--- src/rtl/hazard_scoreboard_pkg.sv ---
// Shared forward-select codes and the nearest-stage pick used by every forward mux.
package hazard_scoreboard_pkg;

  typedef enum logic [1:0] {
    FWD_ORIG = 2'b00,
    FWD_E    = 2'b01,
    FWD_M    = 2'b10,
    FWD_W    = 2'b11
  } fwd_e;

  // hit/rdy bit 0 = E, 1 = M, 2 = W; a nearer hit that is not ready shadows farther ones.
  function automatic fwd_e fwd_pick(input logic [2:0] hit, input logic [2:0] rdy);
    if (hit[0])      return rdy[0] ? FWD_E : FWD_ORIG;
    else if (hit[1]) return rdy[1] ? FWD_M : FWD_ORIG;
    else if (hit[2]) return rdy[2] ? FWD_W : FWD_ORIG;
    return FWD_ORIG;
  endfunction

endpackage

--- src/rtl/hazard_track_stage.sv ---
// One tracking entry: payload plus tnew, loads a bubble on request and optionally
// decrements tnew (saturating at zero) as the entry advances.
module hazard_track_stage #(
  parameter int PW     = 8,
  parameter int TNEW_W = 2,
  parameter bit DEC    = 1'b1
) (
  input  logic              clk,
  input  logic              reset,
  input  logic              bubble,
  input  logic [PW-1:0]     pay_i,
  input  logic [TNEW_W-1:0] tnew_i,
  output logic [PW-1:0]     pay_o,
  output logic [TNEW_W-1:0] tnew_o
);

  logic [PW-1:0]     pay_d, pay_q;
  logic [TNEW_W-1:0] tnew_d, tnew_q;

  always_comb begin
    pay_d  = pay_i;
    tnew_d = tnew_i;
    if (DEC && tnew_i != '0) tnew_d = tnew_i - TNEW_W'(1);
    if (bubble) begin
      pay_d  = '0;
      tnew_d = '0;
    end
  end

  always_ff @(posedge clk) begin
    if (reset) begin
      pay_q  <= '0;
      tnew_q <= '0;
    end else begin
      pay_q  <= pay_d;
      tnew_q <= tnew_d;
    end
  end

  assign pay_o  = pay_q;
  assign tnew_o = tnew_q;

endmodule

--- src/rtl/hazard_scoreboard.sv ---
// Stall/forward controller for the 5-stage pipeline: tracks E/M/W destinations and
// Tnew internally, drives stall and all forward selects, and owns the MD busy counter.
module hazard_scoreboard
  import hazard_scoreboard_pkg::*;
#(
  parameter int REG_AW   = 5,
  parameter int TNEW_W   = 2,
  parameter int MULT_CYC = 5,
  parameter int DIV_CYC  = 10,
  parameter int CNT_W    = 4
) (
  input  logic              clk,
  input  logic              reset,
  input  logic [REG_AW-1:0] D_rs,
  input  logic [REG_AW-1:0] D_rt,
  input  logic [TNEW_W-1:0] D_tuse_rs,
  input  logic [TNEW_W-1:0] D_tuse_rt,
  input  logic [REG_AW-1:0] D_wreg,
  input  logic              D_we,
  input  logic [TNEW_W-1:0] D_tnew,
  input  logic              D_md_start,
  input  logic              D_md_is_div,
  input  logic              D_md_use,
  output logic              stall,
  output logic              md_busy,
  output logic [1:0]        s_D_rs,
  output logic [1:0]        s_D_rt,
  output logic [1:0]        s_E_rs,
  output logic [1:0]        s_E_rt,
  output logic [1:0]        s_M_rt
);

  // Each stage keeps only the fields something downstream still looks at.
  localparam int EPW = 3*REG_AW + 3;
  localparam int MPW = 2*REG_AW + 1;
  localparam int WPW = REG_AW + 1;

  logic [EPW-1:0]    e_pay;
  logic [MPW-1:0]    m_pay;
  logic [WPW-1:0]    w_pay;
  logic [TNEW_W-1:0] e_tnew, m_tnew, w_tnew;
  logic              e_mds, e_mdd, e_we, m_we, w_we;
  logic [REG_AW-1:0] e_rs, e_rt, e_wreg, m_rt, m_wreg, w_wreg;
  logic [CNT_W-1:0]  cnt_d, cnt_q;

  hazard_track_stage #(.PW(EPW), .TNEW_W(TNEW_W), .DEC(1'b0)) u_e (
    .clk(clk), .reset(reset), .bubble(stall),
    .pay_i({D_md_start, D_md_is_div, D_rs, D_rt, D_wreg, D_we}),
    .tnew_i(D_tnew), .pay_o(e_pay), .tnew_o(e_tnew)
  );

  hazard_track_stage #(.PW(MPW), .TNEW_W(TNEW_W), .DEC(1'b1)) u_m (
    .clk(clk), .reset(reset), .bubble(1'b0),
    .pay_i({e_rt, e_wreg, e_we}),
    .tnew_i(e_tnew), .pay_o(m_pay), .tnew_o(m_tnew)
  );

  hazard_track_stage #(.PW(WPW), .TNEW_W(TNEW_W), .DEC(1'b1)) u_w (
    .clk(clk), .reset(reset), .bubble(1'b0),
    .pay_i({m_wreg, m_we}),
    .tnew_i(m_tnew), .pay_o(w_pay), .tnew_o(w_tnew)
  );

  assign {e_mds, e_mdd, e_rs, e_rt, e_wreg, e_we} = e_pay;
  assign {m_rt, m_wreg, m_we}                     = m_pay;
  assign {w_wreg, w_we}                           = w_pay;

  function automatic logic hit(input logic we, input logic [REG_AW-1:0] wreg,
                               input logic [REG_AW-1:0] r);
    return we && (wreg == r) && (r != '0);
  endfunction

  function automatic logic late(input logic [2:0] h, input logic [TNEW_W-1:0] tuse,
                                input logic [TNEW_W-1:0] te, input logic [TNEW_W-1:0] tm,
                                input logic [TNEW_W-1:0] tw);
    if (h[0])      return te > tuse;
    else if (h[1]) return tm > tuse;
    else if (h[2]) return tw > tuse;
    return 1'b0;
  endfunction

  logic [2:0] h_rs, h_rt, rdy;

  always_comb begin
    h_rs    = {hit(w_we, w_wreg, D_rs), hit(m_we, m_wreg, D_rs), hit(e_we, e_wreg, D_rs)};
    h_rt    = {hit(w_we, w_wreg, D_rt), hit(m_we, m_wreg, D_rt), hit(e_we, e_wreg, D_rt)};
    rdy     = {w_tnew == '0, m_tnew == '0, e_tnew == '0};
    s_D_rs  = fwd_pick(h_rs, rdy);
    s_D_rt  = fwd_pick(h_rt, rdy);
    s_E_rs  = fwd_pick({hit(w_we, w_wreg, e_rs), hit(m_we, m_wreg, e_rs), 1'b0}, rdy);
    s_E_rt  = fwd_pick({hit(w_we, w_wreg, e_rt), hit(m_we, m_wreg, e_rt), 1'b0}, rdy);
    s_M_rt  = fwd_pick({hit(w_we, w_wreg, m_rt), 2'b00}, rdy);
    md_busy = e_mds || (cnt_q != '0);
    stall   = late(h_rs, D_tuse_rs, e_tnew, m_tnew, w_tnew)
            | late(h_rt, D_tuse_rt, e_tnew, m_tnew, w_tnew)
            | (D_md_use && md_busy);
  end

  // The counter is loaded only when the MD op actually sits in E, so a stalled start never counts.
  always_comb begin
    cnt_d = cnt_q;
    if (e_mds)              cnt_d = e_mdd ? CNT_W'(DIV_CYC) : CNT_W'(MULT_CYC);
    else if (cnt_q != '0)   cnt_d = cnt_q - CNT_W'(1);
  end

  always_ff @(posedge clk) begin
    if (reset) cnt_q <= '0;
    else       cnt_q <= cnt_d;
  end

endmodule

--- config.mk ---
export PLATFORM = sky130hd
export DESIGN_NAME = hazard_scoreboard
export DESIGN_NICKNAME = d
export VERILOG_FILES = /design/src/rtl/hazard_scoreboard_pkg.sv /design/src/rtl/hazard_track_stage.sv /design/src/rtl/hazard_scoreboard.sv
export SDC_FILE = /design/constraint.sdc
export NUM_CORES = 1
export LEC_CHECK = 0
export ABC_AREA = 0
export CORE_ASPECT_RATIO = 1.25
export CORE_MARGIN = 4
export CORE_UTILIZATION = 55
export CTS_BUF_LIST = sky130_fd_sc_hd__clkbuf_8
export DETAILED_ROUTE_END_ITERATION = 10
export GPL_TIMING_DRIVEN = 0
export PLACE_DENSITY = 0.81
export SLEW_MARGIN = 5
export SYNTH_ARGS = -nofsm -noshare
export SYNTH_HDL_FRONTEND = slang
export SYNTH_SLANG_ARGS = --single-unit
--- constraint.sdc ---
create_clock -name clk -period 4.5 [get_ports clk]
set_clock_uncertainty 0.2 [all_clocks]
set_input_delay 0.9 -clock clk [delete_from_list [all_inputs] [get_ports clk]]
set_output_delay 0.9 -clock clk [all_outputs]
set_load 0.01 [all_outputs]
Word-level counts from Yosys, hierarchy flattened
Index checks and enable logic that the tools add are counted.

Bits in registers: 45. Output and inout bits: 12. Logic and storage cells: 109.

Add/sub/neg operators: 3. $lt $le $gt $ge: 6. Equal/unequal tests: 11. Mux-type cells: 43. Bitwise logic cells: 2. Reduce and logical (&&, ||, !) cells: 37.

Operators with widths (count): $eq A5 B5 Y1 (11); $mux W2 (20); $reduce_bool A5 Y1 (5); $logic_and A1 B1 Y1 (23); $mux W1 (20); $gt A2 B2 Y1 (6); $mux W4 (3); $logic_not A2 Y1 (3); $reduce_bool A2 Y1 (3); $reduce_bool A4 Y1 (1); $sub A2 B1 Y2 const B (2); $sub A4 B1 Y4 const B (1); $or A1 B1 Y1 (2); $reduce_or A2 Y1 (1); $logic_or A1 B1 Y1 (1).

Longest topological paths before layout
Depth after elaboration: 10. Depth in mapped cells: 9.

Cells and area by module
From an unflattened synthesis, not the netlist that was laid out.

Cells, all modules: 276. Area, all modules: 2815.2 um2.

Modules (own cells, without submodules): hazard_scoreboard (instances 1, cells an instance 186, area an instance 1385.1 um2, sequential area each 80.1 um2); hazard_track_stage (u_e) (instances 1, cells an instance 44, area an instance 700.7 um2, sequential area each 400.4 um2); hazard_track_stage (u_m) (instances 1, cells an instance 28, area an instance 436.7 um2, sequential area each 260.2 um2); hazard_track_stage (u_w) (instances 1, cells an instance 18, area an instance 292.8 um2, sequential area each 160.2 um2).

Least setup slack after synthesis
Ideal clock, no wire load.

Path kind: input to output. From: input D_rt[2]. To: output stall. Arrival: 2395 ps. Data required time: 3400 ps. Setup slack: 1005 ps. Cell stages on the path: 6. Path buffers: 0. Cell sequence: or4_1 nor2_1 nor4_1 a2111o_1 a22oi_2 or2_2.

Cells in the longest elaborated chain, start to end: 9. Elaborated cells on any way between the ends: 18. Classes of those cells: eq/ne: 3; mux: 6; bitwise: 2; reduce/logical: 7.

RTL lines: from (decl) (RTL line hazard_scoreboard.sv:15) `input logic [REG_AW-1:0] D_rt,`; $eq A5 B5 Y1 (RTL line hazard_scoreboard.sv:70) `return we && (wreg == r) && (r != '0);`; $logic_and A1 B1 Y1 (2 in series) (RTL line hazard_scoreboard.sv:70); $mux W1 (RTL line hazard_scoreboard.sv:78) `else if (h[2]) return tw > tuse;`; $mux W1 (RTL line hazard_scoreboard.sv:77) `else if (h[1]) return tm > tuse;`; $mux W1 (RTL line hazard_scoreboard.sv:76) `if (h[0]) return te > tuse;`; $mux W1 * (RTL line hazard_scoreboard.sv:79) `return 1'b0;`; $or A1 B1 Y1 * (RTL line hazard_scoreboard.sv:95) `| late(h_rt, D_tuse_rt, e_tnew, m_tnew, w_tnew)`; $or A1 B1 Y1 * (RTL line hazard_scoreboard.sv:96) `| (D_md_use && md_busy);`; to (decl) (RTL line hazard_scoreboard.sv:24) `output logic stall,`.

Mark *: on every way between the ends. The rest lies on a longest branch, timed or not.

Worst setup path in the final report
From: input D_rt[4]. To: output stall.

Same word-level chain as after synthesis.

==> reports/results.ini <==
[clock_tree]
cts_sinks = 45
cts_buffers = 5
ctsRootBufferMaster = clkbuf_8
htreeDepth = 2
cts_tree = built
path_clk_slew_ns = 0.08
clk_latency_ns = 0.30
max-clock-path-buffers = 2

[status]
status = finished, final reports clean

[global_routing]
grt_pass1_wl_um = 10300
first_global_vias = 2209
grt-ovfl-total = 0
grt_use_total_pct = 22.3
antenna_found_initial = 0
grt_max_degree = 14

[placement]
hpwl_um = 4620
port_buffers = 36
place.gp.congestion = 0.867
placed_cell_area_um2 = 2990
pre_cts_ws_ns = -0.240

[synth]
synth_fa_ha_area_share_pct = 6.84
synth_top_area_share_pct = 35.2
synth.distinct_cells = 42
ys.warnings.count = 0
synth_area_um2 = 2560
synthMuxAreaShare_pct = 0.879
synthXorXnorAreaFrac_pct = 17.8
synth_enable_flop_cells = 0
synth_top_flop_cell = dfxtp_1
synthArstFlopShare_pct = 0
synth_compound_gate_area_share_pct = 9.18
synth_most_common_cell = dfxtp_1
yosys-top-cells-area = dfxtp_1 35%, xnor2_1 12%, ha_1 6.8%
synth-seq-cells = 45
synth_top_family_by_area = simple AND/OR/NAND/NOR gates
synth_simple_gate_area_share_pct = 24.0
synth_nets = 314
yosys.area.top_type = dfxtp_1
syn_inst = 273
yosys-top-cells-count = 45 x dfxtp_1, 34 x xnor2_1, 18 x nor4b_1, 18 x xor2_1, 16 x inv_1
ys_seq_area_share_pct = 35.2
synth.avg_cell_area_um2 = 9.38

[drt]
final_antenna_net_count = 0
viasPerCell = 5.78
wl_per_cell_um = 16.8
first_pass_iters = 4
num_vias = 2168
drc = 0
drt_iter0_markers = 137
wl_um = 6310

[layout]
diodes = 0
areaGrowthSynthToFinish_pct = 22.8
drive_gt1_share_pct = 10.7
design_area_um2 = 3150
n_fill_cell = 357
nets = 357

[power_and_ir_drop]
p_leak_nw = 1.22
vdd_ir_drop_max_uv = 228
p_per_area_nw_per_um2 = 371

[setup_path]
critPathLaunch = D_rt[4]
startpoint_type = input pin
critPathCapture = stall
r2r_slack_ns = 1.83
crit_type = input pin to primary output
cp.arrival_ns = 3.30
r2r_end = u_e.tnew_o[1]
worst_ep_required_time_ns = 3.40
worstPathMaxFanout = 5
crit_path_end_kind = primary output
ff2ff_path_depth = 8
r2r_start = u_w.pay_o[3]

[die]
die-height_um = 84.3
rows = 27
die_w_um = 69.0
initial_core_util_pct = 57.4
core-area_um2 = 4460
die_area_um2 = 5820
io_pins = 39

[job]
maxCapViolations = 0

[sta]
setup_tns_ns = 0
rsz0062_at_grt = false
timing.final.ws_setup_ns = 0.101
slew_viol_final = 0
report.final.hold_viol_count = 0
finalCritPeriodShare_pct = 97.8
tightest_slew_ns = 0.714
setup_viol = 0
slew_headroom_pct = 52.0
fmax_mhz = 227
fin_crit_ns = 4.40

[worst_hold_path]
worstHoldPathType = flip-flop to flip-flop

## state kept, by name, indices dropped and copies added (netlist names)
name / flops
u_m.tnew_o: 2
u_e.tnew_o: 2
u_m.pay_o: 11
u_e.pay_o: 18
cnt_q: 4
u_w.pay_o: 6
u_w.tnew_o: 2
## where the power goes
group          internal, mW  switching [mW]
clock                 0.179           0.131
combinational         0.179           0.177
sequential            0.450          0.0499
total                 0.808           0.359
## critical path, stage by stage
cell	delay [ns]
clkdlybuf4s15_1	0.30
or4_4	0.19
nor2_4	0.05
or4_1	0.57
a2111o_1	0.38
a22oi_2	0.23
or2_2	0.15
clkdlybuf4s50_1	0.52
## placed cells by master (no fill, tap or decap), types with 3 or more instances in the layout
cell	Yosys	layout
a21oi_1	14	14
and3_1	4	4
buf_2	3	3
buf_6	3	3
clkbuf_1	10	10
clkbuf_2	0	3
clkbuf_8	0	6
clkdlybuf4s50_1	0	27
dfxtp_1	45	45
dlygate4sd2_1	0	3
ha_1	14	14
inv_1	16	17
nand2_1	5	5
nand4_1	9	9
nor2_1	14	12
nor2b_1	15	15
nor3_1	5	5
nor4_1	7	5
nor4b_1	18	17
nor4b_2	3	4
o21ai_0	3	3
or4_1	4	3
xnor2_1	34	34
xor2_1	18	18
## final cells by class
class	count	area, um^2	area share (%)
clock buffer	6	82.6	2.63
buffer	18	97.6	3.10
tap	58	72.6	2.31
timing repair buffer	36	347	11.0
multi-input combinational	194	1550	49.3
sequential	45	901	28.6
inverter	16	60.1	1.91
clock inverter	2	33.8	1.07
## logic make-up after synthesis
logic type,Yosys count
simple gates,93
xor+xnor,52
flops,45
buf+inv,34
compound gates,33
fa+ha+maj,14
mux,2
## routing by layer
layer | global-route usage [%] | part of all wire [%]
met5 | 0 | 0
met4 | 9.59 | 3.2
met3 | 4.79 | 6.3
met2 | 39.0 | 51
met1 | 26.1 | 40
## per-stage QoR
step	util, %	hold WS, ns	power (mW)	instances
final	70.5	0.307	1.17	375
after global routing	70.5	0.312	1.23	375
after CTS	70.3	0.301	1.17	375
after detailed placement	67.1	0.276	0.856	367
after global placement	67.1	0.274	0.844	367
after floorplan	-	0.259	0.744	273
## how the worst min path moves through the flow
stage	startpoint	end	cells past startpoint
after global routing	u_e.pay_o[0]	u_m.pay_o[0]	1
after detailed placement	u_e.pay_o[0]	u_m.pay_o[0]	1
after global placement	u_e.pay_o[0]	u_m.pay_o[0]	1
after CTS	u_e.pay_o[0]	u_m.pay_o[0]	1
after floorplan	u_e.pay_o[0]	u_m.pay_o[0]	1
final	u_e.tnew_o[0]	u_m.tnew_o[1]	1
## timing repair
action	CTS	global route
pin swaps	1	2
gates resized for setup	13	12
hold buffers	0	0
setup buffers	0	0
setup endpoints to repair	5	3
(Power assumes the default switching activity.)
